<file path="src/rtl/diagv2_syscall_unit_if.sv">
// Signal bundle between the diag-v2 core/dmem/console sink and the syscall unit.
// The unit uses the slave modport; the core-side environment uses master.
interface diagv2_syscall_unit_if #(
    parameter int DATA_W = 64,
    parameter int ADDR_W = 32
);
    logic              ecall_i;
    logic [DATA_W-1:0] sys_id_i;
    logic [DATA_W-1:0] arg0_i;
    logic              halt_o;
    logic              mem_req_o;
    logic [ADDR_W-1:0] mem_addr_o;
    logic [DATA_W-1:0] mem_rdata_i;
    logic              tx_valid_o;
    logic [7:0]        tx_data_o;
    logic              tx_ready_i;
    logic              exit_valid_o;
    logic [DATA_W-1:0] exit_code_o;
    logic [1:0]        err_o;

    // tx handshake: a byte moves on a rising edge with tx_valid_o & tx_ready_i; once raised,
    // tx_valid_o/tx_data_o stay put until that edge, and tx_ready_i alone does nothing.
    modport slave (
        input  ecall_i, sys_id_i, arg0_i, mem_rdata_i, tx_ready_i,
        output halt_o, mem_req_o, mem_addr_o, tx_valid_o, tx_data_o,
        output exit_valid_o, exit_code_o, err_o
    );

    modport master (
        output ecall_i, sys_id_i, arg0_i, mem_rdata_i, tx_ready_i,
        input  halt_o, mem_req_o, mem_addr_o, tx_valid_o, tx_data_o,
        input  exit_valid_o, exit_code_o, err_o
    );
endinterface

</file>
<file path="src/rtl/diagv2_syscall_unit.sv">
// Hardware ecall handler: stalls the core, decodes a7, streams PRINT/PUTC bytes
// from a private dmem read port and latches the EXIT code.
module diagv2_syscall_unit #(
    parameter int DATA_W      = 64,
    parameter int ADDR_W      = 32,
    parameter int MAX_STR     = 1024,
    parameter int SYS_PRINT   = 4,
    parameter int SYS_EXIT    = 93,
    parameter int SYS_PUTC    = 11,
    parameter bit STOP_ON_ERR = 1'b1
) (
    input  logic                   clk,
    input  logic                   reset,
    diagv2_syscall_unit_if.slave   bus,
    output logic [2:0]             dbg_state
);
    localparam int B     = DATA_W / 8;
    localparam int OB    = $clog2(B);
    localparam int CNT_W = $clog2(MAX_STR + 1);

    typedef enum logic [2:0] {
        S_IDLE, S_FETCH, S_WAIT, S_SCAN, S_EMIT1, S_DONE, S_EXITED, S_HALTED
    } state_t;

    state_t            state_q, state_d;
    logic [ADDR_W-1:0] line_q;
    logic [OB-1:0]     off_q;
    logic [CNT_W-1:0]  cnt_q;
    logic [DATA_W-1:0] line_buf_q;
    logic [7:0]        putc_q;
    logic              exit_valid_q;
    logic [DATA_W-1:0] exit_code_q;
    logic [1:0]        err_q;

    logic       accept, is_print, is_putc, is_exit;
    logic [7:0] cur_byte;
    logic       at_nul, at_max, last_off;
    logic       tx_valid, xfer;
    logic [7:0] tx_data;

    assign accept   = (state_q == S_IDLE) & bus.ecall_i;
    assign is_print = bus.sys_id_i == DATA_W'(SYS_PRINT);
    assign is_putc  = bus.sys_id_i == DATA_W'(SYS_PUTC);
    assign is_exit  = bus.sys_id_i == DATA_W'(SYS_EXIT);

    assign cur_byte = line_buf_q[{off_q, 3'b000} +: 8];
    assign at_nul   = cur_byte == 8'h00;
    assign at_max   = cnt_q == CNT_W'(MAX_STR);
    assign last_off = off_q == OB'(B - 1);
    assign xfer     = tx_valid & bus.tx_ready_i;

    always_comb begin
        state_d  = state_q;
        tx_valid = 1'b0;
        tx_data  = 8'h00;
        case (state_q)
            S_IDLE: begin
                if (bus.ecall_i) begin
                    if (is_print)     state_d = S_FETCH;
                    else if (is_putc) state_d = S_EMIT1;
                    else if (is_exit) state_d = S_EXITED;
                    else              state_d = STOP_ON_ERR ? S_HALTED : S_DONE;
                end
            end
            S_FETCH: state_d = S_WAIT;
            S_WAIT:  state_d = S_SCAN;
            S_SCAN: begin
                if (at_nul || at_max) begin
                    state_d = S_DONE;
                end else begin
                    tx_valid = 1'b1;
                    tx_data  = cur_byte;
                    // Leaving the last byte of a line needs the next line fetched first.
                    if (bus.tx_ready_i && last_off) state_d = S_FETCH;
                end
            end
            S_EMIT1: begin
                tx_valid = 1'b1;
                tx_data  = putc_q;
                if (bus.tx_ready_i) state_d = S_DONE;
            end
            S_DONE:  state_d = S_IDLE;
            default: state_d = state_q;
        endcase
    end

    always_ff @(posedge clk or negedge reset) begin
        if (!reset) begin
            state_q      <= S_IDLE;
            line_q       <= '0;
            off_q        <= '0;
            cnt_q        <= '0;
            line_buf_q   <= '0;
            putc_q       <= 8'h00;
            exit_valid_q <= 1'b0;
            exit_code_q  <= '0;
            err_q        <= 2'b00;
        end else begin
            state_q <= state_d;
            if (accept) begin
                if (is_print) begin
                    line_q <= bus.arg0_i[ADDR_W+OB-1:OB];
                    off_q  <= bus.arg0_i[OB-1:0];
                    cnt_q  <= '0;
                end else if (is_putc) begin
                    putc_q <= bus.arg0_i[7:0];
                end else if (is_exit) begin
                    exit_code_q  <= bus.arg0_i;
                    exit_valid_q <= 1'b1;
                end else begin
                    err_q[0] <= 1'b1;
                end
            end
            if (state_q == S_WAIT) line_buf_q <= bus.mem_rdata_i;
            if (state_q == S_SCAN) begin
                if (xfer) begin
                    cnt_q <= cnt_q + CNT_W'(1);
                    off_q <= off_q + OB'(1);
                    if (last_off) line_q <= line_q + ADDR_W'(1);
                end
                if (!at_nul && at_max) err_q[1] <= 1'b1;
            end
        end
    end

    // Stall is combinational so the core freezes in the very cycle it presents the ecall.
    assign bus.halt_o       = (state_q == S_IDLE) ? bus.ecall_i : 1'b1;
    assign bus.mem_req_o    = state_q == S_FETCH;
    assign bus.mem_addr_o   = (state_q == S_FETCH) ? line_q : '0;
    assign bus.tx_valid_o   = tx_valid;
    assign bus.tx_data_o    = tx_data;
    assign bus.exit_valid_o = exit_valid_q;
    assign bus.exit_code_o  = exit_code_q;
    assign bus.err_o        = err_q;
    assign dbg_state        = state_q;
endmodule

</file>
<file path="src/flat_wrapper.sv">
// flat-port wrapper written by rule: the top's interface ports become plain ports
module diagv2_syscall_unit_flat 
#(
    parameter int DATA_W      = 64,
    parameter int ADDR_W      = 32,
    parameter int MAX_STR     = 1024,
    parameter int SYS_PRINT   = 4,
    parameter int SYS_EXIT    = 93,
    parameter int SYS_PUTC    = 11,
    parameter bit STOP_ON_ERR = 1'b1
)
  (clk, reset, dbg_state, bus_ecall_i, bus_sys_id_i, bus_arg0_i, bus_mem_rdata_i, bus_tx_ready_i, bus_halt_o, bus_mem_req_o, bus_mem_addr_o, bus_tx_valid_o, bus_tx_data_o, bus_exit_valid_o, bus_exit_code_o, bus_err_o);
  diagv2_syscall_unit_if #(.DATA_W(DATA_W), .ADDR_W(ADDR_W)) bus_i ();
  input  logic clk;
  input  logic reset;
  output logic [2:0] dbg_state;
  input wire logic [$bits(bus_i.ecall_i)-1:0] bus_ecall_i;
  input wire logic [$bits(bus_i.sys_id_i)-1:0] bus_sys_id_i;
  input wire logic [$bits(bus_i.arg0_i)-1:0] bus_arg0_i;
  input wire logic [$bits(bus_i.mem_rdata_i)-1:0] bus_mem_rdata_i;
  input wire logic [$bits(bus_i.tx_ready_i)-1:0] bus_tx_ready_i;
  output wire logic [$bits(bus_i.halt_o)-1:0] bus_halt_o;
  output wire logic [$bits(bus_i.mem_req_o)-1:0] bus_mem_req_o;
  output wire logic [$bits(bus_i.mem_addr_o)-1:0] bus_mem_addr_o;
  output wire logic [$bits(bus_i.tx_valid_o)-1:0] bus_tx_valid_o;
  output wire logic [$bits(bus_i.tx_data_o)-1:0] bus_tx_data_o;
  output wire logic [$bits(bus_i.exit_valid_o)-1:0] bus_exit_valid_o;
  output wire logic [$bits(bus_i.exit_code_o)-1:0] bus_exit_code_o;
  output wire logic [$bits(bus_i.err_o)-1:0] bus_err_o;
  assign bus_i.ecall_i = bus_ecall_i;
  assign bus_i.sys_id_i = bus_sys_id_i;
  assign bus_i.arg0_i = bus_arg0_i;
  assign bus_i.mem_rdata_i = bus_mem_rdata_i;
  assign bus_i.tx_ready_i = bus_tx_ready_i;
  assign bus_halt_o = bus_i.halt_o;
  assign bus_mem_req_o = bus_i.mem_req_o;
  assign bus_mem_addr_o = bus_i.mem_addr_o;
  assign bus_tx_valid_o = bus_i.tx_valid_o;
  assign bus_tx_data_o = bus_i.tx_data_o;
  assign bus_exit_valid_o = bus_i.exit_valid_o;
  assign bus_exit_code_o = bus_i.exit_code_o;
  assign bus_err_o = bus_i.err_o;
  diagv2_syscall_unit #(.DATA_W(DATA_W), .ADDR_W(ADDR_W), .MAX_STR(MAX_STR), .SYS_PRINT(SYS_PRINT), .SYS_EXIT(SYS_EXIT), .SYS_PUTC(SYS_PUTC), .STOP_ON_ERR(STOP_ON_ERR)) u_core (.clk(clk), .reset(reset), .bus(bus_i), .dbg_state(dbg_state));
endmodule
</file>
<file path="config.mk">
export PLATFORM = sky130hd
export DESIGN_NAME = diagv2_syscall_unit_flat
export DESIGN_NICKNAME = d
export VERILOG_FILES = /design/src/rtl/diagv2_syscall_unit_if.sv /design/src/rtl/diagv2_syscall_unit.sv /design/src/flat_wrapper.sv
export SDC_FILE = /design/constraint.sdc
export NUM_CORES = 1
export LEC_CHECK = 0
export CAP_MARGIN = 25
export CELL_PAD_IN_SITES_DETAIL_PLACEMENT = 2
export CELL_PAD_IN_SITES_GLOBAL_PLACEMENT = 2
export CORE_MARGIN = 5
export CORE_UTILIZATION = 29
export DETAILED_ROUTE_END_ITERATION = 6
export PLACE_DENSITY_LB_ADDON = 0.1
export SLEW_MARGIN = 15
export SYNTH_ARGS = -nofsm -noshare
export SYNTH_HDL_FRONTEND = slang
export SYNTH_SLANG_ARGS = --single-unit
</file>
<file path="constraint.sdc">
create_clock -name clk -period 3.9 [get_ports clk]
set_clock_uncertainty 0.1 [all_clocks]
set_input_delay 0.39 -clock clk [delete_from_list [all_inputs] [get_ports clk]]
set_output_delay 0.39 -clock clk [all_outputs]
set_load 0.02 [all_outputs]
</file>
==> results of run 1 <==
report_power, final:
| group | switching [mW] | total (mW) | leakage (nW) | internal [mW] |
|---|---|---|---|---|
| Clock | 0.871 | 1.71 | 0.262 | 0.839 |
| Combinational | 1.09 | 2.39 | 2.94 | 1.30 |
| Sequential | 0.369 | 2.75 | 2.41 | 2.38 |
cells in the mapped netlist, types with 12 or more instances:
| cell | number |
|---|---|
| a21oi_1 | 23 |
| nand2_1 | 44 |
| and3_1 | 27 |
| nor4_1 | 17 |
| clkbuf_1 | 21 |
| inv_1 | 24 |
| o21ai_0 | 12 |
| dfrtp_1 | 188 |
| nand3_1 | 25 |
| mux2_2 | 139 |
| nor2_1 | 27 |
| nand4_1 | 17 |
| nor3_1 | 24 |
| buf_2 | 12 |
metal layers:
metal / track usage / vias up / part of all wire
li1: - / 3463 / -
met1: 0.238 / 3885 / 0.44
met2: 0.313 / 182 / 0.50
met3: 0.0471 / 21 / 0.051
met4: 0.0378 / 2 / 0.011
met5: 0 / - / 0.00021
critical path, stage by stage, from the launching register on:
cell and delay [ps]:
dfrtp_1 390, buf_12 200, mux4_1 630, mux2i_1 250, nand4_1 170, or2_4 340
nand2_4 140, o21ai_0 100, clkdlybuf4s50_1 560
state kept, by name, summed over array words and instances, names as in the netlist:
register	flops
u_core.bus.exit_code_o	64
u_core.line_q	32
u_core.off_q	3
u_core.dbg_state	3
u_core.putc_q	8
u_core.cnt_q	11
u_core.line_buf_q	64
u_core.bus.exit_valid_o	1
u_core.bus.err_o	2
cell type report:
cell class                 instances  share of cell area
multi-input combinational        507               0.316
timing repair buffer             327               0.245
clock inverter                    15             0.00956
tap                              402              0.0377
clock buffer                      17              0.0319
sequential                       188               0.352
inverter                          24             0.00675
antenna                            1            0.000187
worst paths after layout:
| path | startpoint | end | slack (ps) | cells after the start |
|---|---|---|---|---|
| min in group asynchronous | reset | u_core.bus.exit_code_o[23] | 530 | 2 |
| min reg2reg | u_core.bus.err_o[1] | u_core.bus.err_o[1] | 390 | 2 |
| min | u_core.bus.err_o[1] | u_core.bus.err_o[1] | 390 | 2 |
| max | u_core.off_q[0] | bus_tx_data_o[1] | 160 | 8 |
| max reg2reg | u_core.off_q[0] | u_core.line_q[4] | 720 | 9 |
| max in group asynchronous | reset | u_core.bus.exit_code_o[43] | 2240 | 3 |
logic make-up (layout without fill, tap and decap cells):
group | after synthesis | after routing | share of synthesized area
simple gates | 213 | 213 | 0.122
flops | 188 | 188 | 0.509
mux | 166 | 166 | 0.225
compound gates | 121 | 121 | 0.0967
buf+inv | 69 | 383 | 0.0375
fa+ha+maj | 7 | 7 | 0.00948
other cells | 0 | 1 | 0
what timing repair did:
| action | in CTS | in global routing |
|---|---|---|
| hold endpoints to repair | 23 | 0 |
| buffers inserted | 0 | 0 |
| resized for setup | 5 | 6 |
| setup endpoints to repair | 9 | 8 |
| hold buffers | 1 | 0 |
==> results.py, run 1 <==
metrics = {
    "synthesis": {
        "synth_area_leaders": "dfrtp_1 (51%), mux2_2 (17%), mux4_1 (3.1%)",
        "ys_types": 62,
        "synth_seq_area_share": 0.509,
        "synth_edf_count": 0,
        "synthArstFlopShare": 1.00,
        "ys_ff_latch": 188,
        "yosys_warnings": 0,
        "syn_area_mm2": 0.00924,
        "syn_area_per_cell_um2": 12.1,
        "yosysTopAreaCellShare": 0.509,
        "syn-num-nets": 967,
        "netlist_instances": 764,
        "yosys.area.top_type": "dfrtp_1",
        "ys.flop_type": "dfrtp_1",
    },
    "worst_setup_path": {
        "startpoint_type": "flip-flop",
        "crit_arrival_ps": 3250,
        "critPathKind": "reg -> out",
        "endpoint_kind": "output pin",
        "critPathMaxFanout": 19,
        "required_ps": 3410,
    },
    "placement": {
        "gp_congestion": 0.819,
        "preCtsSetupSlack_ps": 228,
        "dpl.cell_count": 1447,
        "place_area_mm2": 0.0128,
        "dpl.hpwl_mm": 24.2,
        "io_buffers": 308,
    },
    "timing": {
        "finalCritPeriodShare": 0.958,
        "final_max_slew_viol_count": 0,
        "rsz0062_at_grt": "false",
        "setup_viol": 0,
        "hold_slack_ps": 387,
        "relSlewSlack": 0.355,
        "period_minus_slack_ps": 3740,
        "worst_pin_slew_ps": 967,
        "tns_ps": 0,
        "finalWorstSetupSlack_ps": 164,
        "max_freq_mhz": 268,
        "hold_viol": 0,
    },
    "grt": {
        "grt_pass1_wl_mm": 51.3,
        "grt_pass1_vias": 8529,
        "grt_overflow": 0,
        "antenna_found_initial": 2,
        "track_usage": 0.183,
        "grt_max_degree": 101,
    },
    "cells_and_area": {
        "final_util": 0.424,
        "stdcell_count": 1481,
        "final_common_cell": "clkdlybuf4s50_1",
        "drive_above_1_share": 0.208,
        "area_growth_pct": 44.5,
        "layout.nets": 1268,
        "seq_area_mm2": 0.00471,
        "design_area_mm2": 0.0134,
        "n_fill_cell": 3266,
        "layout_common_cells": "clkdlybuf4s50_1 (304), dfrtp_1 (187), mux2_2 (139), nand2_1 (43)",
        "multi_input_area_mm2": 0.00422,
    },
    "clocking": {
        "cts_tree": "done",
        "cts_sinks": 188,
        "numCtsBuffers": 17,
        "htree_levels": 4,
        "clockBufferDepth": 2,
        "path_clk_slew_ps": 80,
        "cts-root-buf": "clkbuf_16",
        "clkLatencyLatePin_ps": 450,
    },
    "route": {
        "wl_per_cell_um": 22.1,
        "dr.pass1.iters": 5,
        "vias": 7553,
        "drtIter0Drc": 214,
        "via_per_inst": 5.10,
        "ant_nets": 0,
        "drc": 0,
        "wirelength_mm": 32.7,
    },
    "job": {
        "maxCapViolations": 0,
    },
    "power": {
        "ir_drop_mv": 0.357,
        "leakage_nw": 5.61,
        "finalPower_mw": 6.85,
        "power_density_mw_per_mm2": 513,
    },
    "floorplan": {
        "die-area_mm2": 0.0355,
        "io_pins": 309,
        "start_util": 0.294,
        "die_w_um": 189,
        "core_mm2": 0.0315,
        "die_y_um": 189,
        "num_rows": 65,
    },
    "outcome": {
        "status": "finished, final reports clean",
    },
    "min_path": {
        "min_path_type": "reg -> reg",
    },
}
Power figures use the tool's default switching activity.
==> run 2: changes to the inputs <==
Settings changed: HOLD_SLACK_MARGIN set to 0.1.
==> results of run 2 <==
No change in the layout: final DEF, timing and power equal those of run 1.
==> run 3: changes to the inputs <==
Settings changed: PLACE_DENSITY set to 0.81, PLACE_DENSITY_LB_ADDON 0.1 to not set.
==> run 3 against run 2 <==
Compared with the run above:
- final cell count unchanged
- sequential share of layout area down 0.17 points
- final area up 0.48%
- flip-flop and latch count unchanged
- via count up 1.9%
- critical path type unchanged
==> results.py, run 3 (synthesized netlist as in run 1, its figures left out) <==
metrics = {
    "placement": {
        "dpl.hpwl_mm": 26.5,
        "io_buffers": 308,
        "gp_congestion": 0.793,
        "dpl.cell_count": 1447,
    },
    "timing": {
        "max_freq_mhz": 269,
        "relSlewSlack": 0.438,
        "setup_viol": 0,
        "period_minus_slack_ps": 3720,
        "worst_pin_slew_ps": 836,
        "hold_slack_ps": 268,
        "final_max_slew_viol_count": 0,
        "finalCritPeriodShare": 0.954,
        "rsz0062_at_grt": "false",
        "tns_ps": 0,
        "hold_viol": 0,
    },
    "route": {
        "drc": 0,
        "drtIter0Drc": 333,
        "wirelength_mm": 35.3,
        "via_per_inst": 5.20,
        "vias": 7698,
        "wl_per_cell_um": 23.8,
        "dr.pass1.iters": 6,
        "ant_nets": 0,
    },
    "clocking": {
        "numCtsBuffers": 17,
        "cts_tree": "done",
        "htree_levels": 4,
        "clockBufferDepth": 2,
        "postCtsSetupBuffers": 0,
        "cts-root-buf": "clkbuf_16",
        "path_clk_slew_ps": 90,
        "cts_sinks": 188,
        "clkLatencyLatePin_ps": 460,
    },
    "min_path": {
        "min_path_type": "in -> async",
    },
    "worst_setup_path": {
        "reg2regPathDepth": 9,
        "required_ps": 3410,
        "critPathKind": "reg -> out",
        "critPathMaxFanout": 19,
        "startpoint_type": "flip-flop",
        "r2r_start": "u_core.off_q[0]",
        "endpoint_kind": "output pin",
        "crit_arrival_ps": 3230,
        "crit_start": "u_core.off_q[0]",
    },
    "floorplan": {
        "die_w_um": 189,
        "die_y_um": 189,
        "die-area_mm2": 0.0355,
        "io_pins": 309,
        "core_mm2": 0.0315,
        "num_rows": 65,
        "start_util": 0.294,
    },
    "cells_and_area": {
        "layout.nets": 1269,
        "stdcell_count": 1481,
        "final_common_cell": "clkdlybuf4s50_1",
        "layout_common_cells": "clkdlybuf4s50_1 (302), dfrtp_1 (187), mux2_2 (139), nand2_1 (43)",
        "drive_above_1_share": 0.204,
        "area_growth_pct": 45.2,
        "antenna_cells": 0,
    },
    "grt": {
        "grt_max_degree": 113,
        "grt_pass1_wl_mm": 54.5,
        "grt_pass1_vias": 8900,
        "antenna_found_initial": 2,
        "grt_overflow": 0,
        "track_usage": 0.198,
    },
    "job": {
        "maxCapViolations": 0,
    },
    "power": {
        "ir_drop_mv": 0.366,
        "leakage_nw": 5.69,
        "power_density_mw_per_mm2": 515,
    },
    "outcome": {
        "status": "finished, final reports clean",
    },
}
==> run 3: changes by cell type in the layout (fill, tap and decap cells not counted), sizes merged <==
cell,delta
buf,+1
clkbuf,+1
clkdlybuf4s50,-2
clkinv,+4
clkinvlp,-4
diode,-1
dlymetal6s2s,+2
inv,-1
==> run 3: worst max-delay path, cell delays in order, from the launching register on <==
cell	delay [ps]
dfrtp_1	350
buf_6	230
mux4_1	600
mux2i_1	230
nand4_1	170
or2_1	310
nand2_2	190
o21ai_0	110
clkdlybuf4s50_1	580
==> run 3: final timing paths <==
path                                      endpoint  slack (ps)
max in group asynchronous        u_core.line_q[25]        2340
setup / recovery                  bus_tx_data_o[7]         180
min in group clk           u_core.bus.exit_valid_o         380
hold / removal               u_core.line_buf_q[37]         270
setup reg to reg                 u_core.line_q[23]         700
hold reg to reg            u_core.bus.exit_valid_o         380
==> run 3: routing by layer <==
layer  track usage  share of wire  vias up
met2         0.344           0.51      242
met5             0        0.00037        -
met3        0.0548          0.061       52
met4        0.0645          0.025        2
li1              -              -     3456
met1         0.237           0.41     3946
==> run 3: where the power goes <==
group | leakage, nW | switching, mW | internal, mW
Clock | 0.283 | 0.906 | 0.858
Combinational | 3.00 | 1.08 | 1.25
Sequential | 2.41 | 0.433 | 2.38
==> run 3: stage by stage <==
| step | power, mW | util | setup WS (ps) | instance area (um2) |
|---|---|---|---|---|
| 3_5_place_dp | 5.17 | 0.406 | 388 | 12800 |
| 6_report | 6.91 | 0.426 | 179 | 13400 |
| 5_1_grt | 7.29 | 0.426 | 13.2 | 13400 |
| 3_3_place_gp | 5.00 | 0.406 | 479 | 12800 |
| 2_1_floorplan | 4.12 | - | 1200 | 9240 |
| 4_1_cts | 7.00 | 0.425 | 7.56 | 13400 |
==> run 3: what timing repair did <==
action | in CTS | in global routing
endpoints found under the hold margin | 109 | 0
pin swaps | 0 | 0
hold buffers | 1 | 0
resized for setup | 2 | 7
endpoints found under the setup margin | 9 | 8
==> run 3: final cells by class <==
cell class | count | area, um2
clock inverter | 14 | 148
sequential | 188 | 4710
inverter | 24 | 90.1
multi-input combinational | 507 | 4210
timing repair buffer | 328 | 3330
tap | 402 | 503
clock buffer | 18 | 429
fill | 3172 | 18100
